--- src/rtl/arith_pkg.sv ---
// Shared arithmetic datapath definitions.
// Holds the divider FSM states, default width and error-quotient constant.
package arith_pkg;

    typedef enum logic [1:0] {
        IDLE,
        CALC,
        DONE
    } state_t;

    localparam int DEF_W = 8;

    localparam logic [DEF_W-1:0] ERR_Q = '1;

endpackage

--- src/rtl/radix2_div_step.sv ---
// One restoring-division iteration: shift in a bit, compare, subtract.
// Ports: pr_i partial remainder, bit_i next dividend bit, divisor_i,
//        pr_o new partial remainder, q_o quotient bit.
module radix2_div_step
    import arith_pkg::*;
#(
    parameter int W = DEF_W
) (
    input  logic [W-1:0] pr_i,
    input  logic         bit_i,
    input  logic [W-1:0] divisor_i,
    output logic [W-1:0] pr_o,
    output logic         q_o
);

    logic [W:0] t;

    assign t   = {pr_i, bit_i};
    assign q_o = (t >= {1'b0, divisor_i});

    // When t >= divisor the difference is below divisor, so it fits in
    // W bits and modulo-2^W subtraction of the low bits is exact.
    assign pr_o = q_o ? (t[W-1:0] - divisor_i) : t[W-1:0];

endmodule

--- src/rtl/radix2_divider.sv ---
// Sequential restoring divider, 2W-bit dividend by W-bit divisor,
// one quotient bit per clock, valid/ready on input and output.
// Ports: clk, rst (async high), in_valid/in_ready, dividend, divisor,
//        out_valid/out_ready, quotient, remainder, div_by_zero, overflow.
// Build option: RADIX2_DIVIDER_SIGNED_EN selects two's complement operands.
module radix2_divider
    import arith_pkg::*;
#(
    parameter int W = DEF_W
) (
    input  logic           clk,
    input  logic           rst,
    input  logic           in_valid,
    output logic           in_ready,
    input  logic [2*W-1:0] dividend,
    input  logic [W-1:0]   divisor,
    output logic           out_valid,
    input  logic           out_ready,
    output logic [W-1:0]   quotient,
    output logic [W-1:0]   remainder,
    output logic           div_by_zero,
    output logic           overflow
);

    localparam int CW = $clog2(W + 1);
    localparam logic [W-1:0] QERR = {W{ERR_Q[0]}};

    state_t        state_q, state_d;
    logic [W-1:0]  pr_q, pr_d;
    logic [W-1:0]  sh_q, sh_d;
    logic [W-1:0]  dvs_q, dvs_d;
    logic [CW-1:0] cnt_q, cnt_d;
    logic [W-1:0]  quo_q, quo_d;
    logic [W-1:0]  rem_q, rem_d;
    logic          dbz_q, dbz_d;
    logic          ovf_q, ovf_d;

    logic [2*W-1:0] dd_mag;
    logic [W-1:0]   dv_mag;
    logic [W-1:0]   step_pr;
    logic           step_q;
    logic [W-1:0]   qmag;

`ifdef RADIX2_DIVIDER_SIGNED_EN
    localparam logic [W-1:0] HALF = {1'b1, {(W-1){1'b0}}};
    logic         negq_q, negq_d;
    logic         negr_q, negr_d;
    logic [W-1:0] lo_q, lo_d;

    assign dd_mag = dividend[2*W-1] ? -dividend : dividend;
    assign dv_mag = divisor[W-1] ? -divisor : divisor;
`else
    assign dd_mag = dividend;
    assign dv_mag = divisor;
`endif

    radix2_div_step #(.W(W)) u_step (
        .pr_i      (pr_q),
        .bit_i     (sh_q[W-1]),
        .divisor_i (dvs_q),
        .pr_o      (step_pr),
        .q_o       (step_q)
    );

    // The dividend shift register doubles as the quotient register.
    assign qmag = {sh_q[W-2:0], step_q};

    always_comb begin
        state_d = state_q;
        pr_d    = pr_q;
        sh_d    = sh_q;
        dvs_d   = dvs_q;
        cnt_d   = cnt_q;
        quo_d   = quo_q;
        rem_d   = rem_q;
        dbz_d   = dbz_q;
        ovf_d   = ovf_q;
`ifdef RADIX2_DIVIDER_SIGNED_EN
        negq_d  = negq_q;
        negr_d  = negr_q;
        lo_d    = lo_q;
`endif
        unique case (state_q)
            IDLE: begin
                if (in_valid) begin
                    dbz_d = 1'b0;
                    ovf_d = 1'b0;
`ifdef RADIX2_DIVIDER_SIGNED_EN
                    negq_d = dividend[2*W-1] ^ divisor[W-1];
                    negr_d = dividend[2*W-1];
                    lo_d   = dividend[W-1:0];
`endif
                    if (divisor == '0) begin
                        state_d = DONE;
                        dbz_d   = 1'b1;
                        quo_d   = QERR;
                        rem_d   = dividend[W-1:0];
                    end else if (dd_mag[2*W-1:W] >= dv_mag) begin
                        state_d = DONE;
                        ovf_d   = 1'b1;
                        quo_d   = QERR;
                        rem_d   = dividend[W-1:0];
                    end else begin
                        state_d = CALC;
                        pr_d    = dd_mag[2*W-1:W];
                        sh_d    = dd_mag[W-1:0];
                        dvs_d   = dv_mag;
                        cnt_d   = CW'(W);
                    end
                end
            end
            CALC: begin
                pr_d  = step_pr;
                sh_d  = qmag;
                cnt_d = cnt_q - CW'(1);
                if (cnt_q == CW'(1)) begin
                    state_d = DONE;
`ifdef RADIX2_DIVIDER_SIGNED_EN
                    // A negative result may reach -2^(W-1); positive
                    // results stop one short of that.
                    if (negq_q ? (qmag > HALF) : (qmag >= HALF)) begin
                        ovf_d = 1'b1;
                        quo_d = QERR;
                        rem_d = lo_q;
                    end else begin
                        quo_d = negq_q ? -qmag : qmag;
                        rem_d = negr_q ? -step_pr : step_pr;
                    end
`else
                    quo_d = qmag;
                    rem_d = step_pr;
`endif
                end
            end
            DONE: begin
                if (out_ready) begin
                    state_d = IDLE;
                end
            end
            default: begin
                state_d = IDLE;
            end
        endcase
    end

    always_ff @(posedge clk or posedge rst) begin
        if (rst) begin
            state_q <= IDLE;
            pr_q    <= '0;
            sh_q    <= '0;
            dvs_q   <= '0;
            cnt_q   <= '0;
            quo_q   <= '0;
            rem_q   <= '0;
            dbz_q   <= 1'b0;
            ovf_q   <= 1'b0;
`ifdef RADIX2_DIVIDER_SIGNED_EN
            negq_q  <= 1'b0;
            negr_q  <= 1'b0;
            lo_q    <= '0;
`endif
        end else begin
            state_q <= state_d;
            pr_q    <= pr_d;
            sh_q    <= sh_d;
            dvs_q   <= dvs_d;
            cnt_q   <= cnt_d;
            quo_q   <= quo_d;
            rem_q   <= rem_d;
            dbz_q   <= dbz_d;
            ovf_q   <= ovf_d;
`ifdef RADIX2_DIVIDER_SIGNED_EN
            negq_q  <= negq_d;
            negr_q  <= negr_d;
            lo_q    <= lo_d;
`endif
        end
    end

    assign in_ready    = (state_q == IDLE);
    assign out_valid   = (state_q == DONE);
    assign quotient    = quo_q;
    assign remainder   = rem_q;
    assign div_by_zero = dbz_q;
    assign overflow    = ovf_q;

endmodule
--- config.mk ---
export PLATFORM = sky130hd
export DESIGN_NAME = radix2_divider
export DESIGN_NICKNAME = d
export VERILOG_FILES = /design/src/rtl/arith_pkg.sv /design/src/rtl/radix2_div_step.sv /design/src/rtl/radix2_divider.sv
export SDC_FILE = /design/constraint.sdc
export NUM_CORES = 1
export LEC_CHECK = 0
export ABC_CLOCK_PERIOD_IN_PS = 2700
export BUFFER_PORTS_ARGS = -buffer_cell sky130_fd_sc_hd__buf_2
export CELL_PAD_IN_SITES_DETAIL_PLACEMENT = 1
export CELL_PAD_IN_SITES_GLOBAL_PLACEMENT = 2
export CORE_ASPECT_RATIO = 0.9
export CORE_MARGIN = 2
export CORE_UTILIZATION = 35
export CTS_CLUSTER_DIAMETER = 80
export DETAILED_ROUTE_END_ITERATION = 8
export GPL_ROUTABILITY_DRIVEN = 0
export PLACE_DENSITY_LB_ADDON = 0.12
export REMOVE_ABC_BUFFERS = 1
export SLEW_MARGIN = 40
export SYNTH_ARGS = -nofsm -noshare
export SYNTH_HDL_FRONTEND = slang
export SYNTH_SLANG_ARGS = --single-unit
export TNS_END_PERCENT = 20
--- constraint.sdc ---
create_clock -name clk -period 2.7 [get_ports clk]
set_clock_uncertainty 0.2 [all_clocks]
set_input_delay 0.405 -clock clk [delete_from_list [all_inputs] [get_ports clk]]
set_output_delay 0.405 -clock clk [all_outputs]
set_load 0.01 [all_outputs]
==> reports/results.ini, run 1 <==
[setup_path]
setup.worst_path.end_class=flop
cp.required_ns=2.70
cp_cell_sequence=ha_1 -> and4_1 -> a2bb2oi_1 -> a21boi_1 -> and2_1 -> buf_4 -> o31a_1 -> o21ai_0
critPathArrivalTime_ns=2.56
critPathTopFamily=compound AO/OA/AOI/OAI gates
cp_num_buf_inv=1
startpoint_type=flop
slowest_stage=dfrtp_1
crit_fanout=6
critPathKind=reg -> reg
slowest_delay_ns=0.42

[layout]
area_growth_pct=22.11
nFillCells=948
postLayoutCellArea_mm2=0.003441
nNetsFinal=405
final_common_cell=dfrtp_1
antenna_cells=0
final_cell_mix=dfrtp_1 (48), buf_2 (47), o21ai_0 (31)
drive_gt1_share_pct=26.46

[grt]
track_usage_pct=18.69
grt_pass1_wl_mm=12.80
grt_pass1_vias=2435
grt_max_degree=26
antenna_found_initial=0
grt-ovfl-total=0

[sta]
whs_ns=0.08161
drv_slew=0
fin_crit_ns=2.560
clock.fmax_mhz=390.6
final.setup.tns_ns=0
period_share_pct=94.83
maxSlewHeadroom_pct=62.94
hold_viol_final=0
setup_violations=0
worst_pin_slew_ns=0.5551

[hold_path]
holdCritPathClass=in -> reg

[floorplan]
die_area_mm2=0.008785
io_pins=48
rows=31
core_area_mm2=0.007913
fp.dieW_um=98.58
die_h_um=89.12
initial_core_util_pct=35.61

[logic_synthesis]
syn-mean-instance-area_um2=9.716
synthFlopType=dfrtp_1
syn-cell-area_mm2=0.002818
synth_seq_cells=48
synth_compound_area_share_pct=20.69
syn_inst=290
synth_edf_count=0
async_flop_share_pct=100.0
yosys.area_share.simple_pct=12.21
synth.area.mux_share_pct=9.236
synth_top_area_cell=dfrtp_1
synth_top_family_by_area=compound AO/OA/AOI/OAI gates
yosys.area_share.xor_xnor_pct=0.9325
synth.distinct_cells=51
synthAdderAreaFrac_pct=8.703
synth.top_cell.area_share_pct=42.63
ys_warn_count=0
synthTopCellsByArea=dfrtp_1 (43%), ha_1 (8.0%), mux2i_1 (7.1%)
yosysSeqAreaShare_pct=42.63

[detailed_routing]
drtIter0Drc=57
drc=0
drt-vias-per-instance=5.266
wl_per_cell_um=17.17
antenna_left=0
first_pass_iters=4
num_vias=2412
detail_route.wirelength_mm=7.863

[placed_design]
portBuffers=47
dp_hpwl_mm=6.121
postPlaceCellArea_mm2=0.003326

[cts]
cts_max_level=2
post-cts-setup-buffers=0
clock_sinks=48
clk_latency_ns=0.31
clock-root-buffer=clkbuf_8
clkTransAtPathRegs_ns=0.10
cts_buffers=5
cts_buffer_depth=2
cts_tree=built

[power]
leakage_nw=1.586
power.density_mw_per_mm2=1335
peakVddDrop_mv=0.4817

[flow_run]
drv_cap=0

[status]
status=complete, no violations

routing by layer:
layer  vias up  wire length, um  track usage (%)
met1      1187             3931            27.08
met3         7              287            2.815
met5         -                0                0
li1       1174                -                -
met4         0               70            4.110
met2        44             3574            29.99
report_power, final:
part	switching (mW)	internal, mW	total, mW
registers	0.234	1.06	1.30
clock network	0.262	0.208	0.470
logic	1.52	1.31	2.83
worst register-to-register path: cells and delay by family (launching register included):
family,cells,cell delay [ns]
compound gates,4,0.70
simple gates,2,0.60
flops,1,0.42
fa+ha+maj,1,0.38
buf+inv,1,0.17
cell usage after synthesis, drive strengths merged, types with 4 or more instances:
cell type	n
a211oi	6
a21boi	4
a21oi	19
and2	4
buf	7
clkbuf	6
dfrtp	48
ha	18
inv	23
mux2	5
mux2i	20
nand2	18
nand2b	4
nand3	12
nor2	17
o21ai	31
o22a	7
cells by family after synthesis:
logic type / Yosys count
buffers and inverters: 36
DFF: 48
and+or+nand+nor: 68
xor gates and xnor gates: 3
muxes: 25
adders and majority gates: 19
AOI/OAI and AO/OA: 91
registers in the layout (all words and copies together) (netlist names):
register     flops
state_q          2
overflow         1
div_by_zero      1
remainder        8
quotient         8
sh_q             8
pr_q             8
cnt_q            4
dvs_q            8
metrics by stage:
| stage | std cells | util [%] | power [mW] | setup slack (ns) |
|---|---|---|---|---|
| finish | 458 | 43.49 | 4.594 | 0.1397 |
| global route | 458 | 43.49 | 5.056 | -0.001482 |
| CTS | 458 | 43.39 | 4.627 | 0.03330 |
| detailed placement | 449 | 42.03 | 4.143 | 0.04559 |
| global placement | 449 | 42.03 | 4.101 | 0.03517 |
| floorplan | 277 | - | 3.003 | -0.3707 |
final timing paths:
| check | end | from | cells past startpoint | slack [ns] |
|---|---|---|---|---|
| worst max-delay path | remainder[6] | pr_q[3] | 8 | 0.14 |
| worst min-delay path | state_q[1] | out_ready | 2 | 0.08 |
| worst max register to register | remainder[6] | pr_q[3] | 8 | 0.14 |
| worst min register to register | remainder[0] | remainder[0] | 2 | 0.29 |
| max in group asynchronous | remainder[2] | rst | 4 | 1.17 |
| min in group asynchronous | quotient[7] | rst | 3 | 0.50 |
final cells by class:
cell class / count / area (um2) / area share [%]
Multi-Input combinational cell: 206 / 1466 / 42.62
Sequential cell: 48 / 1201 / 34.91
Timing Repair Buffer: 74 / 465.4 / 13.53
Tap cell: 99 / 123.9 / 3.600
Inverter: 23 / 86.33 / 2.509
Clock buffer: 6 / 82.58 / 2.400
Clock inverter: 2 / 15.01 / 0.4364
repair_timing:
| item | CTS | global route |
|---|---|---|
| hold buffers | 1 | 0 |
| endpoints found under the hold margin | 23 | 0 |
| endpoints found under the setup margin | 0 | 12 |
| resized for setup | 0 | 2 |
(Power assumes the default switching activity.)
==> run 2, diff against run 1 <==
- CAP_MARGIN: not set -> 10
- CELL_PAD_IN_SITES_DETAIL_PLACEMENT: 1 -> not set
- CELL_PAD_IN_SITES_GLOBAL_PLACEMENT: 2 -> not set
- CORE_UTILIZATION: 35 -> 50
- PLACE_DENSITY: not set -> 0.84
- PLACE_DENSITY_LB_ADDON: 0.12 -> not set
==> reports/results.ini, run 2 (synthesized netlist as in run 1, its figures left out) <==
[status]
status=complete, no violations

[grt]
antenna_found_initial=0
grtUsageMet2_pct=33.96
use_met1_pct=31.91
grt_pass1_wl_mm=10.98
grt_pass1_vias=2263
grt_max_degree=49
track_usage_pct=22.52
grt-ovfl-total=0
busiest_layer=met2
globalRouteMet3Util_pct=5.811

[sta]
worst_pin_slew_ns=0.5915
period_share_pct=95.44
fin_crit_ns=2.577
maxSlewHeadroom_pct=60.57
hold_viol_final=0
setup_violations=0
final.setup.tns_ns=0
drv_slew=0
clock.fmax_mhz=388.1

[layout]
utilization_pct=62.53
final_common_cell=dfrtp_1
drive_gt1_share_pct=25.57
final_cell_mix=dfrtp_1 (48), buf_2 (47), o21ai_0 (31)
nNetsFinal=394
area_growth_pct=18.69
postLayoutCellArea_mm2=0.003344
antenna_cells=0

[cts]
clk_latency_ns=0.32
post-cts-setup-buffers=0
clkTransAtPathRegs_ns=0.10
hold_buffers=0
clock_sinks=48
cts_max_level=2
cts_tree=built
cts_buffer_depth=2
cts_buffers=5
clock-root-buffer=clkbuf_8

[setup_path]
critPathArrivalTime_ns=2.60
crit_fanout=5
slowest_stage=dfrtp_1
crit_start=pr_q[2]
critPathKind=reg -> reg
slowest_delay_ns=0.41
setup.worst_path.end_class=flop
cp.required_ns=2.72
startpoint_type=flop
cp_num_buf_inv=0
cp_cell_sequence=ha_1 -> nand2_1 -> a21oi_2 -> mux2_2 -> a2111oi_1 -> mux2i_1 -> a22o_1
critPathTopFamily=compound AO/OA/AOI/OAI gates
reg2reg_from=pr_q[2]

[detailed_routing]
first_pass_iters=4
drt-vias-per-instance=5.761
drc=0
detail_route.wirelength_mm=6.791
wl_per_cell_um=16.36
drtIter0Drc=154
antenna_left=0
num_vias=2391

[placed_design]
portBuffers=47
dp_hpwl_mm=5.124
postPlaceCellArea_mm2=0.003198

[floorplan]
initial_core_util_pct=52.68
core_area_mm2=0.005349
die_area_mm2=0.006253
rows=25
io_pins=48
fp.dieW_um=83.13
die_h_um=75.22

[flow_run]
drv_cap=0

[power]
power.density_mw_per_mm2=1363
leakage_nw=1.551
peakVddDrop_mv=0.7888

[hold_path]
holdCritPathClass=in -> async

==> run 2: changes by cell type in the layout (fill, tap and decap cells not counted), moves of 2 or more <==
cell        previous run  this run
a21oi_1               19        17
a211oi_1               5         3
clkinvlp_4             2         0
buf_4                 24        15
a211oi_2               1         3
a21oi_2                0         2
==> run 2: path summary, 6_finish.rpt <==
| kind | depth (start not counted) | slack [ns] | end |
|---|---|---|---|
| max | 7 | 0.12 | remainder[5] |
| min | 3 | 0.02 | quotient[6] |
| max reg2reg | 7 | 0.12 | remainder[5] |
| min reg2reg | 2 | 0.29 | remainder[6] |
| max in group asynchronous | 3 | 1.87 | pr_q[4] |
| min in group clk | 2 | 0.07 | state_q[1] |
==> run 2: final cells by class <==
class / count / area [um2]
Clock buffer: 6 / 82.58
Clock inverter: 2 / 38.79
Fill cell: 448 / 2004
Inverter: 23 / 86.33
Multi-Input combinational cell: 206 / 1484
Sequential cell: 48 / 1201
Tap cell: 67 / 83.83
Timing Repair Buffer: 63 / 367.9
==> run 2: tightest hold or removal path: stages <==
cell and delay (ns):
buf_2 0.10, inv_2 0.03, buf_4 0.48
==> run 2: power breakdown <==
part	switching, mW	leakage, nW	internal (mW)
sequential	0.241	0.554	1.06
combinational	1.50	0.936	1.19
clock	0.264	0.0614	0.303
==> run 2: timing repair <==
| item | CTS | global route |
|---|---|---|
| endpoints found under the setup margin | 1 | 11 |
| hold endpoints to repair | 0 | 0 |
| resized for setup | 1 | 6 |
==> run 2: per-stage QoR <==
step	power [mW]	setup WS, ns	hold slack, ns	instances
finish	4.559	0.1231	0.02324	415
global route	4.913	-0.01355	0.07213	415
CTS	4.470	0.06068	0.05460	415
detailed placement	3.877	0.06291	0.2713	407
global placement	3.796	0.07921	0.2572	407
floorplan	3.003	-0.3707	0.2712	277
==> run 2: metal layers <==
layer / part of all wire [%] / vias up
met1: 49 / 1142
met3: 5.5 / 17
met5: 0 / -
met4: 2.4 / 0
li1: - / 1156
met2: 44 / 76
